**config.mk**
```make
export PLATFORM = sky130hd
export DESIGN_NAME = sync_fifo_ptr_ctrl
export DESIGN_NICKNAME = d
export VERILOG_FILES = /design/src/rtl/sync_fifo_ptr_ctrl.sv
export SDC_FILE = /design/constraint.sdc
export NUM_CORES = 1
export LEC_CHECK = 0
export CAP_MARGIN = 10
export CORE_MARGIN = 10
export CORE_UTILIZATION = 40
export CTS_CLUSTER_DIAMETER = 100
export DETAILED_ROUTE_END_ITERATION = 8
export GPL_TIMING_DRIVEN = 0
export PLACE_DENSITY = 0.75
export SKIP_CTS_REPAIR_TIMING = 1
export SYNTH_ARGS = -nofsm -noshare
export SYNTH_HDL_FRONTEND = slang
export SYNTH_SLANG_ARGS = --single-unit
```
**constraint.sdc**
```tcl
create_clock -name clk -period 4.89 [get_ports clk]
set_clock_uncertainty 0.05 [all_clocks]
set_input_delay 1.2225 -clock clk [delete_from_list [all_inputs] [get_ports clk]]
set_output_delay 1.2225 -clock clk [all_outputs]
set_load 0.01 [all_outputs]
```
**src/rtl/sync_fifo_ptr_ctrl.sv**
```systemverilog
// rtl/sync_fifo_ptr_ctrl.sv - single-clock FIFO pointer/flag controller for arbitrary DEPTH
// Optional FIFO_PTR_ERR_EN adds sticky overflow/underflow outputs.
module sync_fifo_ptr_ctrl #(
   parameter int ADDR_W    = 7,
   parameter int DEPTH     = 90,
   parameter int AF_MARGIN = 4,
   parameter int AE_MARGIN = 4
) (
   input  logic              clk,
   input  logic              rst,
   input  logic              wr_en,
   input  logic              rd_en,
   output logic              wr_accept,
   output logic              rd_accept,
   output logic [ADDR_W-1:0] wr_addr,
   output logic [ADDR_W-1:0] rd_addr,
   output logic [ADDR_W:0]   wr_ptr,
   output logic [ADDR_W:0]   rd_ptr,
   output logic [ADDR_W:0]   count,
   output logic              fifo_full,
   output logic              fifo_empty,
   output logic              almost_full,
`ifdef FIFO_PTR_ERR_EN
   output logic              overflow,
   output logic              underflow,
`endif
   output logic              almost_empty
);

   localparam logic [ADDR_W-1:0] LAST_ADDR = ADDR_W'(DEPTH - 1);
   localparam logic [ADDR_W:0]   AF_LEVEL  = (ADDR_W+1)'(DEPTH - AF_MARGIN);
   localparam logic [ADDR_W:0]   AE_LEVEL  = (ADDR_W+1)'(AE_MARGIN);

   logic [ADDR_W:0] wr_ptr_q, wr_ptr_d;
   logic [ADDR_W:0] rd_ptr_q, rd_ptr_d;
   logic [ADDR_W:0] count_q, count_d;

   // Address wraps at DEPTH-1 rather than at the power-of-two boundary.
   function automatic logic [ADDR_W:0] ptr_inc(input logic [ADDR_W:0] p);
      if (p[ADDR_W-1:0] == LAST_ADDR) begin
         ptr_inc = {~p[ADDR_W], {ADDR_W{1'b0}}};
      end else begin
         ptr_inc = p + (ADDR_W+1)'(1);
      end
   endfunction

   assign fifo_full    = (wr_ptr_q[ADDR_W] != rd_ptr_q[ADDR_W]) &&
                         (wr_ptr_q[ADDR_W-1:0] == rd_ptr_q[ADDR_W-1:0]);
   assign fifo_empty   = (wr_ptr_q == rd_ptr_q);
   assign almost_full  = (count_q >= AF_LEVEL);
   assign almost_empty = (count_q <= AE_LEVEL);
   assign wr_accept    = wr_en && !fifo_full;
   assign rd_accept    = rd_en && !fifo_empty;
   assign wr_ptr       = wr_ptr_q;
   assign rd_ptr       = rd_ptr_q;
   assign wr_addr      = wr_ptr_q[ADDR_W-1:0];
   assign rd_addr      = rd_ptr_q[ADDR_W-1:0];
   assign count        = count_q;

   always_comb begin
      wr_ptr_d = wr_ptr_q;
      rd_ptr_d = rd_ptr_q;
      count_d  = count_q;
      if (wr_accept) wr_ptr_d = ptr_inc(wr_ptr_q);
      if (rd_accept) rd_ptr_d = ptr_inc(rd_ptr_q);
      case ({wr_accept, rd_accept})
         2'b10:   count_d = count_q + (ADDR_W+1)'(1);
         2'b01:   count_d = count_q - (ADDR_W+1)'(1);
         default: count_d = count_q;
      endcase
   end

   always_ff @(posedge clk) begin
      if (rst) begin
         wr_ptr_q <= '0;
         rd_ptr_q <= '0;
         count_q  <= '0;
      end else begin
         wr_ptr_q <= wr_ptr_d;
         rd_ptr_q <= rd_ptr_d;
         count_q  <= count_d;
      end
   end

`ifdef FIFO_PTR_ERR_EN
   logic overflow_q, overflow_d;
   logic underflow_q, underflow_d;

   always_comb begin
      overflow_d  = overflow_q || (wr_en && fifo_full);
      underflow_d = underflow_q || (rd_en && fifo_empty);
   end

   always_ff @(posedge clk) begin
      if (rst) begin
         overflow_q  <= 1'b0;
         underflow_q <= 1'b0;
      end else begin
         overflow_q  <= overflow_d;
         underflow_q <= underflow_d;
      end
   end

   assign overflow  = overflow_q;
   assign underflow = underflow_q;
`endif

endmodule
```
==> results.txt <==
Primary FF master, synth -> dfxtp_1
Fillers -> 392
CP endpoint kind -> primary output
Synth warnings -> 0
ratio of cells with drive above 1 in the final layout -> 0.112
routed vias -> 1628
first-pass GRT wire length -> 7450 um
count leader, synth -> dfxtp_1
vias in the first global route -> 1593
CP max FO -> 10
largest net degree at the start of global routing -> 13
CTS Buffer Depth -> 2
sequential area share after synthesis -> 0.283
Data arrival, critical path -> 2.66 ns
ant diodes -> 0
fmax -> 0.254 GHz
I/O pins -> 48
Hold Violations, Final -> 0
Total Routing Usage GR -> 0.119
fin crit period -> 3.93 ns
synth cell count leaders -> dfxtp_1, a21oi_1, buf_4, nor2_1, inv_1
CP Launch Point -> rd_en
Post-Syn Instances -> 209
routability-driven placement congestion ratio -> 0.827
P_int -> 350 uW
Worst-path clk slew -> 0.09 ns
DR pass1 iterations -> 4
ANT nets after route -> 0
part of the cycle the worst path needs -> 0.804
# rows -> 23
Skew-Pair Late Insertion Delay -> 0.27 ns
post-layout net count -> 276
Power Density -> 230 nW/um^2
clock root buffer -> clkbuf_8
Final Slew Violations -> 0
Post-synth EDFFs -> 0
# DRC -> 0
Worst-Margin Slew -> 0.615 ns
Critical Path RT -> 3.62 ns
WL per Instance -> 14.0 um
initial antenna violation count -> 0
post-synth cell types -> 45
# Max-Cap Violations -> 0
Synth area leaders -> dfxtp_1, ha_1, a21oi_1
Yosys top cell by area -> dfxtp_1
CTS Buf Count -> 3
crit path cell chain -> clkdlybuf4s50_1, o31ai_2, buf_6, inv_1, clkdlybuf4s50_1
status -> finished clean
die area -> 7260 sq um
#FFs+latches synth -> 24
clk sinks -> 24
post-DP HPWL -> 3260 um
width of the die -> 85.2 um
relative slew slack -> 0.587
GRT Residual Overflow -> 0
Initial Util -> 0.419
worst hold start -> count[4]$_SDFFE_PP0P_
CTS tree -> built
RSZ-0062 raised after global routing -> no
VDD IR-drop max -> 0.136 mV
CORE AREA -> 4060 sq um
Vias/cell -> 5.29
syn nets -> 225
CP Launch Type -> primary input
Pleak -> 0.866 nW
clock network fraction of total power -> 0.228
final instance area -> 2260 sq um
DRT iter0 DRCs -> 88
htree depth -> 1
Avg Inst Size Synth -> 8.14 sq um
placed inst area -> 2220 sq um
most used cell, CP -> clkdlybuf4s50_1
slowest stage delay, CP -> 0.55 ns
non-filler cells, final -> 308
sw frac -> 0.327
Async SR Flop Fraction -> 0
Reg power frac -> 0.440
final wirelength -> 4320 um
number of I/O port buffers -> 46
Worst R2R Start -> wr_ptr[5]$_SDFFE_PP0P_
mapped cell area -> 1700 sq um
# setup viols final -> 0
NetSw -> 170 uW
Die Height -> 85.2 um
critical path type -> primary input to primary output
Logic pwr share -> 0.332
Cells after DPL -> 305
Hold WC Path Type -> register to register
Slowest-stage cell, CP -> clkdlybuf4s50_1
TNS Setup -> 0 ns
area grow syn2layout -> 33.2%
Synth top area share -> 0.283
critical path, delay by kind of cell:
family | cells | cell delay (ns)
buf+inv | 4 | 1.29
compound gates | 1 | 0.14
per-layer routing:
layer	GRT usage	vias to the layer above	wire length, um
li1	-	836	-
met1	0.140	743	1930
met2	0.191	45	1940
met3	0.0516	4	416
met4	0.0314	0	38
met5	0	-	0
stage by stage:
| step | power (mW) | worst slack, ns | util | hold WS (ns) |
|---|---|---|---|---|
| 3_3_place_gp | 0.405 | 0.868 | 0.548 | 0.458 |
| 3_5_place_dp | 0.408 | 0.853 | 0.548 | 0.462 |
| 5_1_grt | 0.553 | 0.887 | 0.558 | 0.509 |
| 4_1_cts | 0.526 | 0.960 | 0.558 | 0.479 |
| 2_1_floorplan | 0.333 | 1.53 | - | 0.472 |
| 6_report | 0.521 | 0.958 | 0.558 | 0.474 |
flip-flops by register name, summed over array words and instances (netlist names):
signal  flops
count       8
rd_ptr      8
wr_ptr      8
power groups by stage:
stage | registers [mW] | logic [mW] | clock network (mW)
5_1_grt | 0.232 | 0.196 | 0.125
4_1_cts | 0.229 | 0.175 | 0.121
3_5_place_dp | 0.233 | 0.174 | 0
3_3_place_gp | 0.234 | 0.171 | 0
6_report | 0.229 | 0.173 | 0.119
2_1_floorplan | 0.234 | 0.0994 | 0
layout by cell type, fill, tap and decap left out, types with 2 or more instances in the layout:
cell,instances
clkbuf_1,5
clkdlybuf4s50_1,46
or3_1,10
dfxtp_1,24
o21ai_1,8
nor3_1,3
xnor2_1,8
nor2_1,14
o21ai_0,4
o31ai_1,3
a21o_1,2
a31oi_1,3
or3b_1,2
or4_1,4
buf_6,2
o211ai_1,2
nor2b_1,6
nand2_1,9
ha_1,11
nand3_1,7
nor4_1,2
o31ai_2,2
xor2_1,4
o21a_1,2
clkbuf_8,3
inv_1,13
a21oi_1,22
and3_1,4
or2_2,2
buf_4,14
worst paths after layout:
path	to	slack (ns)	cells after the start
setup / recovery	rd_accept	0.96	5
hold / removal	count[4]$_SDFFE_PP0P_	0.47	2
setup reg to reg	count[7]$_SDFFE_PP0P_	1.21	12
hold reg to reg	count[4]$_SDFFE_PP0P_	0.47	2
layout make-up:
cell class	count	area [sq um]	area share
Inverter	13	48.8	0.0215
Buffer	21	146	0.0646
Clock buffer	3	41.3	0.0182
Timing Repair Buffer	46	460	0.203
Sequential cell	24	480	0.212
Multi-Input combinational cell	151	1020	0.452
Tap cell	50	62.6	0.0276
cell families (layout without fill, tap and decap cells):
logic type	after synthesis	after routing	share of synthesized area
adder cells (fa/ha/maj)	12	12	0.0927
buffers and inverters	34	83	0.115
AND/OR/NAND/NOR	72	72	0.247
multiplexers	1	1	0.00589
flip-flops	24	24	0.283
AO/OA/AOI/OAI	54	54	0.196
XOR/XNOR	12	12	0.0618
Power figures use the tool's default switching activity.
